### config.mk
export PLATFORM = sky130hd
export DESIGN_NAME = uart_tx
export DESIGN_NICKNAME = d
export VERILOG_FILES = /design/src/rtl/uart_tx.sv
export SDC_FILE = /design/constraint.sdc
export NUM_CORES = 1
export LEC_CHECK = 0
export CAP_MARGIN = 25
export CORE_UTILIZATION = 55
export CTS_CLUSTER_SIZE = 25
export DETAILED_ROUTE_END_ITERATION = 10
export PLACE_DENSITY = 0.77
export SLEW_MARGIN = 5
export SYNTH_ARGS = -nofsm -noshare
export SYNTH_HDL_FRONTEND = slang
export SYNTH_SLANG_ARGS = --single-unit
### constraint.sdc
create_clock -name clk_i -period 5.1 [get_ports clk_i]
set_input_delay 1.02 -clock clk_i [delete_from_list [all_inputs] [get_ports clk_i]]
set_output_delay 1.02 -clock clk_i [all_outputs]
set_load 0.02 [all_outputs]
### src/rtl/uart_tx.sv
// UART serial transmitter: valid/ready byte input, start + LSB-first data + stop frame on tx_o.
// Optional parity bit between data and stop is enabled by defining UART_TX_PARITY_EN.
module uart_tx #(
  parameter int CLKS_PER_BIT = 868,
  parameter int DATA_BITS    = 8,
`ifdef UART_TX_PARITY_EN
  parameter int PARITY_ODD   = 0,
`endif
  parameter int STOP_BITS    = 1
) (
  input  logic                 clk_i,
  input  logic                 rst_ni,
  input  logic [DATA_BITS-1:0] tx_data_i,
  input  logic                 tx_valid_i,
  output logic                 tx_ready_o,
  output logic                 tx_o,
  output logic                 tx_busy_o,
  output logic                 tx_done_o
);

  localparam int BAUD_W = $clog2(CLKS_PER_BIT);
  localparam int IDX_W  = $clog2(DATA_BITS);

  localparam logic [BAUD_W-1:0] BAUD_LAST = BAUD_W'(CLKS_PER_BIT - 1);
  localparam logic [IDX_W-1:0]  IDX_LAST  = IDX_W'(DATA_BITS - 1);
  localparam logic [IDX_W-1:0]  STOP_LAST = IDX_W'(STOP_BITS - 1);

`ifdef UART_TX_PARITY_EN
  typedef enum logic [2:0] {S_IDLE, S_START, S_DATA, S_PARITY, S_STOP} state_t;
`else
  typedef enum logic [1:0] {S_IDLE, S_START, S_DATA, S_STOP} state_t;
`endif

  state_t                 r_state;
  logic [BAUD_W-1:0]      r_baud;
  logic [IDX_W-1:0]       r_idx;
  logic                   r_tx;
  logic                   r_ready;
  logic                   r_busy;
  logic                   r_done;
  logic [DATA_BITS-1:0]   r_shift;
`ifdef UART_TX_PARITY_EN
  logic                   r_par;
`endif

  logic w_accept;
  logic w_bit_end;

  assign w_accept  = tx_valid_i && r_ready;
  assign w_bit_end = (r_baud == BAUD_LAST);

  // r_idx counts data bits in DATA and stop bits in STOP
  always_ff @(posedge clk_i or negedge rst_ni) begin
    if (!rst_ni) begin
      r_state <= S_IDLE;
      r_baud  <= '0;
      r_idx   <= '0;
      r_tx    <= 1'b1;
      r_ready <= 1'b1;
      r_busy  <= 1'b0;
      r_done  <= 1'b0;
    end else begin
      r_done <= 1'b0;
      if (r_state == S_IDLE) begin
        if (w_accept) begin
          r_state <= S_START;
          r_tx    <= 1'b0;
          r_ready <= 1'b0;
          r_busy  <= 1'b1;
          r_baud  <= '0;
          r_idx   <= '0;
        end
      end else begin
        r_baud <= w_bit_end ? '0 : r_baud + 1'b1;
        if (w_bit_end) begin
          case (r_state)
            S_START: begin
              r_state <= S_DATA;
              r_tx    <= r_shift[0];
              r_idx   <= '0;
            end
            S_DATA: begin
              if (r_idx == IDX_LAST) begin
                r_idx <= '0;
`ifdef UART_TX_PARITY_EN
                r_state <= S_PARITY;
                r_tx    <= r_par;
`else
                r_state <= S_STOP;
                r_tx    <= 1'b1;
`endif
              end else begin
                r_idx <= r_idx + 1'b1;
                r_tx  <= r_shift[1];
              end
            end
`ifdef UART_TX_PARITY_EN
            S_PARITY: begin
              r_state <= S_STOP;
              r_tx    <= 1'b1;
              r_idx   <= '0;
            end
`endif
            S_STOP: begin
              if (r_idx == STOP_LAST) begin
                r_state <= S_IDLE;
                r_ready <= 1'b1;
                r_busy  <= 1'b0;
                r_done  <= 1'b1;
                r_idx   <= '0;
              end else begin
                r_idx <= r_idx + 1'b1;
              end
            end
            default: begin
              r_state <= S_IDLE;
              r_tx    <= 1'b1;
              r_ready <= 1'b1;
              r_busy  <= 1'b0;
            end
          endcase
        end
      end
    end
  end

  // Payload path: loaded whenever IDLE sees valid (that is exactly acceptance), then shifted per data bit
  always_ff @(posedge clk_i) begin
    if (r_state == S_IDLE && tx_valid_i) begin
      r_shift <= tx_data_i;
`ifdef UART_TX_PARITY_EN
      r_par   <= (PARITY_ODD != 0) ? ~^tx_data_i : ^tx_data_i;
`endif
    end else if (r_state == S_DATA && w_bit_end) begin
      r_shift <= r_shift >> 1;
    end
  end

  assign tx_o       = r_tx;
  assign tx_ready_o = r_ready;
  assign tx_busy_o  = r_busy;
  assign tx_done_o  = r_done;

endmodule
# --- Word level (Yosys, flattened, before mapping) ---
# Cells that the tools add are included.
word_totals:
  ramBits: 0
  mem_count: 0
  ff_bits: 27
  input_bits: 11
  romBits: 0
  latch_bits: 0
op_classes:
  multipliers: 0
  bitwise_logic: 0
  n_addsub: 2
  div: 0
  shift: 0
  reduce_logical: 13
  eq_ne: 10
  magnitude_cmp: 0
  mux: 35
ops:
  columns: ["cell", "n"]
  rows:
  - ["2-to-1 mux 10 bit", 3]
  - ["2-to-1 mux 8 bit", 2]
  - ["2-to-1 mux 1 bit", 15]
  - ["2-to-1 mux 3 bit", 5]
  - ["adder 10 x 1 -> 10 bit (second input constant)", 1]
  - ["== test 10 bit (second input constant)", 1]
  - ["2-to-1 mux 2 bit", 5]
  - ["one-hot mux 3 bit (3 select lines)", 1]
  - ["AND reduction 4 bit", 2]
  - ["!= test 3 bit (second input constant)", 2]
  - ["one-hot mux 2 bit (3 select lines)", 1]
  - ["AND reduction 3 bit", 2]
  - ["== test 2 bit (second input constant)", 2]
  - ["!= test 2 bit (second input constant)", 2]
  - ["one-hot mux 1 bit (2 select lines)", 2]
  - ["nonzero test 2 bit", 2]
  - ["nonzero test 4 bit", 1]
  - ["adder 3 x 1 -> 3 bit (second input constant)", 1]
  - ["== test 3 bit (second input constant)", 1]
  - ["logical AND 1 bit", 3]
  - ["logical NOT 3 bit", 1]
  - ["one-hot mux 1 bit (3 select lines)", 1]
  - ["== test 2 x 1 -> 1 bit (second input constant)", 1]
  - ["logical NOT 2 bit", 1]
  - ["other kinds (2)", 2]

# --- Depth between registers and ports, before layout ---
depth:
  ltp_word: 5
  mapped_depth: 7
  ltp_nobuf: 6

# --- Least setup slack after synthesis ---
# Ideal clock, no wire load.
synth_timing:
  kind: "input -> register"
  start: "input port tx_valid_i"
  end: "register r_shift[0], data pin"
  setup_time_ps: 260
  t_required_ps: 4840
  path_stages: 2
  path_slack_ps: 3259
  arrival_ps: 1581
  path_cell_list: "nand2_1 -> mux2_2"
synth_between:
  elab_chain_cells: 2
synth_rtl:
  columns: ["item", "line_no", "source"]
  rows:
  - ["start: declaration", "14", "input logic tx_valid_i,"]
  - ["logical AND 1 bit", "129", "if (r_state == S_IDLE && tx_valid_i) begin"]
  - ["2-to-1 mux 8 bit", "129", null]
  - ["end signal: assignment", "130", "r_shift <= tx_data_i;"]
  - ["end signal: assignment", "135", "r_shift <= r_shift >> 1;"]
  - ["end: declaration", "41", "logic [DATA_BITS-1:0] r_shift;"]
# Every way passes these cells.
# A chain may end at the register's enable or synchronous reset.

# --- Final worst setup path ---
layout_timing:
  start: "register r_ready (netlist: tx_ready_o)"
  end: "output port tx_ready_o"
layout_rtl:
  columns: ["item", "line_no", "source"]
  rows:
  - ["start: declaration", "38", "logic r_ready;"]
  - ["start signal: assignment", "59", "r_ready <= 1'b1;"]
  - ["start signal: assignment", "68", "r_ready <= 1'b0;"]
  - ["start signal: assignment", "107", "r_ready <= 1'b1;"]
  - ["end: declaration", "15", "output logic tx_ready_o,"]
# No word-level cell between the ends.

==> results_dict.tcl <==
set metrics [dict create \
    rsz0062_at_grt "no" \
    syn_area_per_cell_um2 10.92 \
    drt-met1-wl_um 1435 \
    first_pass_iters 4 \
    worstHoldEndpoint "r_idx[0]" \
    fin_crit_ns 2.547 \
    wirelength_um 3008 \
    die_area_um2 3118 \
    synth_edf_count 8 \
    clk_pin_slew_worst_paths_ns 0.15 \
    area_growth_pct 10.28 \
    yosys_warnings 0 \
    reg2reg_to "r_shift[2]" \
    ys_ff_latch 27 \
    async_reset_ff_share_pct 70.37 \
    layout-drive-gt1-share_pct 16.25 \
    first_iter_violations 40 \
    highest_layer "met4" \
    synth_nets 166 \
    clockBufferDepth 2 \
    hold_depth 1 \
    timing.max_cap.violations 0 \
    grtUsageTotal_pct 21.29 \
    yosys_most_used_dff "dfrtp_1" \
    seq_area_frac_synth_pct 45.05 \
    r2r_slack_ns 2.79 \
    chipHeight_um 55.84 \
    slew_headroom_pct 42.75 \
    vias_per_cell 6.141 \
    mostFrequentLayoutCells "17 x dfrtp_1, 14 x nand2_1, 14 x clkdlybuf4s50_1" \
    p_total_uw 341.5 \
    required_ns 4.08 \
    wl_met2_um 1460 \
    end_kind "output pin" \
    postRouteAntennaNets 0 \
    gp_congestion 0.8057 \
    cts_setup_buffers 0 \
    cts_resized 0 \
    ctsHoldBuffers 0 \
    die_x_um 55.84 \
    drc_errors 0 \
    synth_cell_types 49 \
    insertion_delay_ns 0.32 \
    num_antenna_cells 0 \
    p_per_area_nw_per_um2 194.2 \
    setup_violations 0 \
    initial_core_util_pct 57.80 \
    nNetsFinal 181 \
    hold_violations 0 \
    max_stage_delay_ns 0.61 \
    worstSetupStartpoint "tx_ready_o" \
    cts_sinks 27 \
    fmax_mhz 392.6 \
    path_max_fanout 5 \
    met3_length_um 95 \
    antenna_found_initial 0 \
    status "finished clean" \
    post-route-period-util_pct 49.94 \
    path_cells "clkdlybuf4s50_1" \
    cts_buffers 3 \
    tightest_slew_ns 0.8561 \
    stdcell_count 191 \
    hpwl_um 2235 \
    leakage_uw 0.0007658 \
    slew_viol_final 0 \
    worstHoldStart "r_idx[0]" \
    cp_num_buf_inv 1 \
    syn_inst 146 \
    vias 1173 \
    io_pins 15 \
    grt.overflow.total 0 \
    cp_slowest_cell "clkdlybuf4s50_1" \
    worstSetupPathType "flop to output pin" \
    grt_start_max_net_pins 20 \
    syn_area_um2 1594 \
    reg2reg_from "r_state[0]" \
    setup_tns_ns 0 \
    grt_pass1_vias 1149 \
    final_common_cell "dfrtp_1" \
    core_um2 2758 \
    grt_pass1_wl_um 5299 \
    cts-root-buf "clkbuf_4" \
    dp_cells 187 \
    io_buffers 14 \
    worstPathArrival_ns 1.53 \
    hp-class "flop to flop" \
    start_kind "flop" \
    cts_tree "done" \
    rows 19 \
    rr_worst_depth 4 \
    irDropWorstVdd_mv 0.1464 \
    htreeDepth 1 \
    finalClockSkew_ns 0.007658 \
    path_delay_family "buffers and inverters" \
    wl_per_cell_um 15.75 \
]
## cells in the mapped netlist, types with 2 or more instances
master	instances	area (um2)
dfrtp_1	17	425.4
a21oi_1	7	35.03
and3_1	2	12.51
inv_1	8	30.03
nor3b_1	3	22.52
or3_1	2	12.51
dfstp_2	2	52.55
and4bb_2	2	25.02
xor2_1	2	17.52
ha_1	9	112.6
o22ai_1	3	18.77
nand2_1	14	52.55
nand3_1	4	20.02
edfxtp_1	8	240.2
a22o_1	2	17.52
o21ai_0	6	30.03
buf_6	2	22.52
o22a_1	2	17.52
nor3_1	2	10.01
mux2_2	8	90.09
nand4_1	5	31.28
or2_2	2	12.51
nor2_1	4	15.01
nand2b_1	2	12.51
a21o_1	4	30.03
## per-layer routing
metal	track usage [%]	up-vias
met2	34.60	20
met3	3.256	2
met5	0	-
li1	-	566
met4	5.575	0
met1	30.06	585
## cells by family (layout without fill, tap and decap cells)
| kind of cell | Yosys count | in the layout | share of synthesized area [%] |
|---|---|---|---|
| xor+xnor | 2 | 2 | 1.099 |
| flops | 27 | 27 | 45.06 |
| fa+ha+maj | 9 | 9 | 7.064 |
| mux | 9 | 9 | 6.280 |
| simple gates | 54 | 54 | 21.43 |
| compound gates | 32 | 32 | 14.13 |
| buf+inv | 13 | 27 | 4.945 |
## state kept, by name, indices dropped and copies added, names as in the netlist
signal / count
tx_done_o: 1
tx_o: 1
tx_busy_o: 1
r_state: 2
r_idx: 3
r_baud: 10
tx_ready_o: 1
r_shift: 8
## through the flow
stage | hold slack (ns) | instance area [um2] | setup slack, ns | util (%)
after floorplan | 0.4838 | 1594 | 3.259 | -
after global placement | 0.5043 | 1732 | 2.632 | 62.79
after detailed placement | 0.5186 | 1732 | 2.555 | 62.79
after CTS | 0.5512 | 1758 | 2.540 | 63.75
after global routing | 0.5783 | 1758 | 2.515 | 63.75
final | 0.5393 | 1758 | 2.553 | 63.75
## final cells by class
| type | count | area, um2 |
|---|---|---|
| well taps | 31 | 38.79 |
| repair buffers | 15 | 147.6 |
| fillers | 234 | 999.7 |
| flip-flops and latches | 27 | 718.2 |
| clock buffers | 4 | 26.28 |
| multi-input cells | 106 | 797.0 |
| inverters | 8 | 30.03 |
## power breakdown
part           leakage, uW  internal [uW]  switching [uW]
Combinational     0.000467           11.2            7.48
Clock            0.0000150           30.6            61.8
Sequential        0.000284            229            1.37
## how the worst max path moves through the flow
stage | slack, ns | end | cells after the start
after detailed placement | 2.55 | r_shift[3] | 3
final | 2.55 | tx_ready_o | 1
after CTS | 2.54 | tx_ready_o | 1
after global routing | 2.52 | tx_ready_o | 1
after global placement | 2.63 | r_shift[4] | 3
after floorplan | 3.26 | r_shift[0] | 2
Note: power is estimated with default switching activity, not from simulation.
